[src/rtl/light_show_pkg.sv]
// light_show_pkg: shared state type and constants for the light show sequencer.
package light_show_pkg;
   localparam int LIGHTS_PER_PATTERN = 8;
   localparam int DEFAULT_NUM_PATTERNS = 4;
   typedef enum logic [2:0] {IDLE, SELECT, LAUNCH, RUN, GAP} state_t;
endpackage

[src/rtl/ms_tick_gen.sv]
// ms_tick_gen: divides clk down to a one-cycle millisecond tick, restartable via clear.
module ms_tick_gen #(
   parameter int CLKS_PER_MS = 50000
) (
   input  logic clk,
   input  logic rst,
   input  logic clear,
   output logic tick
);
   localparam int W = CLKS_PER_MS > 1 ? $clog2(CLKS_PER_MS) : 1;
   localparam logic [W-1:0] LAST = W'(CLKS_PER_MS - 1);
   logic [W-1:0] cnt;
   assign tick = cnt == LAST;
   always_ff @(posedge clk or posedge rst)
      if (rst) cnt <= '0;
      else cnt <= (clear || tick) ? '0 : cnt + 1'b1;
endmodule

[src/rtl/light_show_sequencer.sv]
// light_show_sequencer: rotates through enabled pattern engines with a timed
// all-off gap between them and a per-pattern watchdog.
module light_show_sequencer
   import light_show_pkg::*;
#(
   parameter int NUM_PATTERNS = DEFAULT_NUM_PATTERNS,
   parameter int CLKS_PER_MS = 50000,
   parameter int GAP_MS = 500,
   parameter int TIMEOUT_MS = 30000,
   localparam int IW = NUM_PATTERNS > 1 ? $clog2(NUM_PATTERNS) : 1
) (
   input  logic                                     clk,
   input  logic                                     rst,
   input  logic                                     run,
   input  logic [NUM_PATTERNS-1:0]                  pat_mask,
   input  logic [NUM_PATTERNS-1:0]                  pat_finished,
   input  logic [LIGHTS_PER_PATTERN*NUM_PATTERNS-1:0] pat_lights,
   output logic [NUM_PATTERNS-1:0]                  pat_go,
   output logic [LIGHTS_PER_PATTERN-1:0]            lights,
   output logic [IW-1:0]                            active_idx,
   output logic                                     busy,
   output logic                                     timeout_err
);
   localparam int MAX_MS = TIMEOUT_MS > GAP_MS ? TIMEOUT_MS : GAP_MS;
   localparam int MW = $clog2(MAX_MS + 1) > 0 ? $clog2(MAX_MS + 1) : 1;
   localparam logic [MW-1:0] TO_LAST = TIMEOUT_MS > 0 ? MW'(TIMEOUT_MS - 1) : '0;
   localparam logic [MW-1:0] GAP_LAST = GAP_MS > 0 ? MW'(GAP_MS - 1) : '0;
   state_t state, nxt;
   logic [MW-1:0] ms_cnt;
   logic [IW-1:0] sel_idx;
   logic [LIGHTS_PER_PATTERN-1:0] cur_lights;
   logic tick, clear, fresh, run_q, finished, to_hit, gap_done, found;
   int base, j;
   ms_tick_gen #(.CLKS_PER_MS(CLKS_PER_MS)) u_tick (
      .clk(clk),
      .rst(rst),
      .clear(clear),
      .tick(tick)
   );
   assign finished = pat_finished[active_idx];
   assign to_hit = TIMEOUT_MS == 0 || (tick && ms_cnt == TO_LAST);
   assign gap_done = GAP_MS == 0 || (tick && ms_cnt == GAP_LAST);
   assign busy = state != IDLE;
   assign clear = (state != RUN && state != GAP) || (state == RUN && nxt == GAP);
   assign pat_go = (state == LAUNCH && run) ? NUM_PATTERNS'(1) << active_idx : '0;
   assign cur_lights = LIGHTS_PER_PATTERN'(pat_lights >> (int'(active_idx) * LIGHTS_PER_PATTERN));
   // Scan backwards so the nearest enabled index in rotation order wins.
   always_comb begin
      found = 1'b0;
      sel_idx = active_idx;
      j = 0;
      base = fresh ? 0 : int'(active_idx) + 1;
      for (int k = NUM_PATTERNS - 1; k >= 0; k--) begin
         j = (base + k) % NUM_PATTERNS;
         if (pat_mask[IW'(j)]) begin
            found = 1'b1;
            sel_idx = IW'(j);
         end
      end
   end
   always_comb begin
      nxt = state;
      case (state)
         IDLE:    nxt = (run && |pat_mask) ? SELECT : IDLE;
         SELECT:  nxt = found ? LAUNCH : IDLE;
         LAUNCH:  nxt = RUN;
         RUN:     nxt = (finished || to_hit) ? GAP : RUN;
         GAP:     nxt = gap_done ? SELECT : GAP;
         default: nxt = IDLE;
      endcase
      if (!run) nxt = IDLE;
   end
   always_ff @(posedge clk or posedge rst)
      if (rst) begin
         state <= IDLE;
         active_idx <= '0;
         fresh <= 1'b1;
         run_q <= 1'b0;
         ms_cnt <= '0;
         lights <= '0;
         timeout_err <= 1'b0;
      end else begin
         state <= nxt;
         run_q <= run;
         fresh <= state == IDLE ? 1'b1 : state == SELECT ? 1'b0 : fresh;
         if (state == SELECT && found) active_idx <= sel_idx;
         ms_cnt <= clear ? '0 : ms_cnt + MW'(tick);
         lights <= nxt == RUN ? cur_lights : '0;
         // A finish in the same cycle as the watchdog expiry takes priority.
         timeout_err <= (run && !run_q) ? 1'b0
                      : timeout_err | (state == RUN && run && !finished && to_hit);
      end
endmodule

[config.mk]
export PLATFORM = sky130hd
export DESIGN_NAME = light_show_sequencer
export DESIGN_NICKNAME = d
export VERILOG_FILES = /design/src/rtl/light_show_pkg.sv /design/src/rtl/ms_tick_gen.sv /design/src/rtl/light_show_sequencer.sv
export SDC_FILE = /design/constraint.sdc
export NUM_CORES = 1
export LEC_CHECK = 0
export ABC_AREA = 1
export ABC_CLOCK_PERIOD_IN_PS = 2700
export BUFFER_PORTS_ARGS = -buffer_cell sky130_fd_sc_hd__buf_2
export CAP_MARGIN = 20
export CORE_MARGIN = 8
export CORE_UTILIZATION = 50
export DETAILED_ROUTE_END_ITERATION = 7
export PLACE_DENSITY = 0.81
export SLEW_MARGIN = 20
export SYNTH_ARGS = -nofsm -noshare
export SYNTH_HDL_FRONTEND = slang
export SYNTH_SLANG_ARGS = --single-unit
export TNS_END_PERCENT = 50
[constraint.sdc]
create_clock -name clk -period 2.7 [get_ports clk]
set_input_delay 0.405 -clock clk [delete_from_list [all_inputs] [get_ports clk]]
set_output_delay 0.405 -clock clk [all_outputs]
set_load 0.01 [all_outputs]
==> results.json <==
{
  "status": "finished clean",
  "worstPathRequired_ns": 2.89,
  "die_w_um": 91.32,
  "design_area_um2": 3291,
  "swShare_pct": 39.68,
  "cts_buffer_depth": 2,
  "vias_per_cell": 4.947,
  "worst-endpoint-arrival_ns": 2.54,
  "setup_viol": 0,
  "cp-start-kind": "flip-flop",
  "drive_above_1_share_pct": 23.85,
  "grt_pass1_vias": 2420,
  "p_clk_share_pct": 19.9,
  "area_growth_pct": 16.01,
  "clk_latency_ns": 0.30,
  "cp-end-kind": "flip-flop",
  "slew_headroom_pct": 46.96,
  "synth_area_um2": 2836,
  "fp.dieArea_um2": 8339,
  "fmax_ghz": 0.4246,
  "rr_startpoint": "u_tick.cnt[0]$_DFF_PP0_",
  "floorplan.initialDensity_pct": 51.51,
  "die-height_um": 91.32,
  "gp_congestion": 0.8840,
  "critPathMaxFanout": 5,
  "dp.cells": 500,
  "grt_pass1_wl_mm": 10.56,
  "placed_cell_area_um2": 3196,
  "first_pass_iters": 5,
  "comb_power_share_pct": 41.3,
  "crit_family": "simple AND/OR/NAND/NOR gates",
  "final_nets": 485,
  "path_cells": "ha_1, nand2_2, nor2_4, nand2_1, nor2_4, ha_1, ha_1, inv_1, nor2_1, nand3_1, nor3_2, nand3_1, xor2_1, nor2_1",
  "slowest_stage": "dfrtp_1",
  "final-max-slew-violation-count": 0,
  "numPortBuffers": 58,
  "critPathMaxStageDelay_ns": 0.38,
  "path_buf_inv": 1,
  "finalPower_mw": 2.106,
  "hold_violations": 0,
  "final_cells": 508,
  "drv_cap": 0,
  "ys_warn_count": 0,
  "track_usage_pct": 14.97,
  "power_density_nw_per_um2": 639.9,
  "num_io_pins": 59,
  "crit_start": "u_tick.cnt[0]$_DFF_PP0_",
  "cts-hold-fix-buffers": 0,
  "yosysTopAreaCell": "dfrtp_1",
  "syn_inst": 374,
  "seqPwrFrac_pct": 38.7,
  "worst_pin_slew_ns": 0.7947,
  "intPower_mw": 1.270,
  "cts_tree": "built",
  "routed_wl_mm": 6.089,
  "antenna_found_initial": 0,
  "r2r_end": "ms_cnt[14]$_DFF_PP0_",
  "cts-htree-levels": 2,
  "net-switching-power_mw": 0.8356,
  "path_common_cell": "ha_1",
  "synth_cell_types": 30,
  "drcViolationCount": 0,
  "dp_hpwl_mm": 4.643,
  "setup-tns-final_ns": 0,
  "multi_input_area_um2": 1414,
  "cts_root_buffer": "clkbuf_8",
  "fillers": 491,
  "r2r_setup_slack_ns": 0.35,
  "gr-total-overflow": 0,
  "num_vias": 2513,
  "hold_path.class": "primary input to asynchronous set/reset pin",
  "n_antenna_cell": 0,
  "fp-row-count": 27,
  "fin_crit_ns": 2.355,
  "cts_buffers": 5,
  "grt_max_degree": 48,
  "path_clk_slew_ns": 0.09,
  "p_leak_nw": 1.609,
  "final-seq-area_um2": 1177,
  "synthTopCellsByArea": "dfrtp_1, nand2_1, inv_1",
  "yosys.area.top_type_share_pct": 40.58,
  "yosysSeqAreaShare_pct": 41.51,
  "core-area_um2": 5507,
  "vdd_drop_max_uv": 455.9,
  "finClkSkew_ns": 0.005768,
  "ff2ff_path_depth": 14,
  "drtAntennaViolNets": 0,
  "critPathKind": "flip-flop to flip-flop",
  "synth_nets": 424,
  "fin_crit_sh_pct": 87.22,
  "ys_seq_elements": 47,
  "cts.sinks": 47,
  "routedWlPerCell_um": 11.99,
  "drt_first_iter_violations": 116,
  "rsz0062_at_grt": "false",
  "syn_area_per_cell_um2": 7.584
}
==> through the flow <==
| step | utilization (%) | hold slack (ns) | setup slack (ns) |
|---|---|---|---|
| finish | 59.76 | 0.2143 | 0.3450 |
| global route | 59.76 | 0.2590 | 0.04085 |
| CTS | 59.65 | 0.2625 | 0.2255 |
| detailed placement | 58.03 | 0.4570 | 0.2616 |
| global placement | 58.03 | 0.4358 | 0.3536 |
| floorplan | - | 0.4236 | 0.3864 |
==> cell usage after synthesis (all sizes together) <==
| library cell | number |
|---|---|
| a21oi | 11 |
| a31oi | 1 |
| a32o | 8 |
| and3 | 1 |
| buf | 4 |
| clkbuf | 4 |
| dfrtp | 46 |
| dfstp | 1 |
| ha | 7 |
| inv | 53 |
| nand2 | 101 |
| nand3 | 20 |
| nand4 | 3 |
| nor2 | 73 |
| nor3 | 6 |
| nor4 | 1 |
| o211ai | 2 |
| o21ai | 8 |
| o21bai | 1 |
| o22a | 1 |
| xnor2 | 4 |
| xor2 | 18 |
==> sequential cells by signal (all words and copies together) (netlist names) <==
signal,flops
active_idx,2
lights,8
u_tick.cnt,16
run_q,1
state,3
fresh,1
ms_cnt,15
timeout_err,1
==> power groups by stage <==
stage	clock network [mW]	logic [mW]	registers (mW)
final	0.420	0.870	0.816
after global routing	0.467	0.999	0.826
after CTS	0.434	0.873	0.816
after detailed placement	0	0.870	0.831
after global placement	0	0.847	0.826
after floorplan	0	0.626	0.854
==> cell usage in the layout, fill, tap and decap left out, types with 3 or more instances in the layout <==
cell      count
a32o_1        8
ha_1          7
nand3_1      20
a21oi_1      11
nor2_4        3
buf_4         4
nor2_1       50
nor2_2       20
inv_1        50
xor2_1       18
nand2_1      96
dfrtp_1      46
nor3_1        4
xnor2_1       4
o21ai_0       8
nand2_2       4
nand4_1       3
buf_2        58
clkbuf_8      5
==> logic make-up after synthesis <==
family	count (synthesis)	synth area share, %
DFF	47	41.51
buffers and inverters	61	8.822
adders and majority gates	7	3.088
and+or+nand+nor	205	32.29
xor gates and xnor gates	22	6.793
AOI/OAI and AO/OA	32	7.499
==> per-layer routing <==
layer | up-vias | track usage (%) | share of wire (%) | wire length [µm]
li1 | 1279 | - | - | -
met1 | 1153 | 18.22 | 45 | 2735
met2 | 73 | 24.30 | 46 | 2800
met3 | 8 | 4.609 | 7.9 | 478
met4 | 0 | 5.593 | 1.2 | 74
met5 | - | 0 | 0 | 0
==> layout make-up <==
type                            instances  area share (%)
Clock buffer                            5           2.091
Timing Repair Buffer                   62           9.734
Sequential cell                        47           35.78
Tap cell                               72           2.738
Inverter                               53           6.084
Clock inverter                          3          0.6084
Multi-Input combinational cell        266           42.97
==> worst reg2reg max path, cell delays in order (launching register included) <==
cell     delay [ns]
dfrtp_1        0.38
ha_1           0.20
nand2_2        0.08
nor2_4         0.11
nand2_1        0.10
nor2_4         0.16
ha_1           0.19
ha_1           0.18
inv_1          0.05
nor2_1         0.14
nand3_1        0.15
nor3_2         0.19
nand3_1        0.11
xor2_1         0.14
nor2_1         0.06
==> worst max-delay path by stage <==
stage	endpoint	cells past startpoint
finish	ms_cnt[14]$_DFF_PP0_	14
global route	ms_cnt[14]$_DFF_PP0_	14
CTS	ms_cnt[14]$_DFF_PP0_	14
detailed placement	ms_cnt[14]$_DFF_PP0_	14
global placement	ms_cnt[14]$_DFF_PP0_	14
floorplan	ms_cnt[14]$_DFF_PP0_	14
==> what timing repair did <==
item,4_1_cts,5_1_grt
setup buffers,0,0
endpoints found under the hold margin,0,0
endpoints found under the setup margin,0,1
resized for setup,0,1
(Power assumes the default switching activity.)
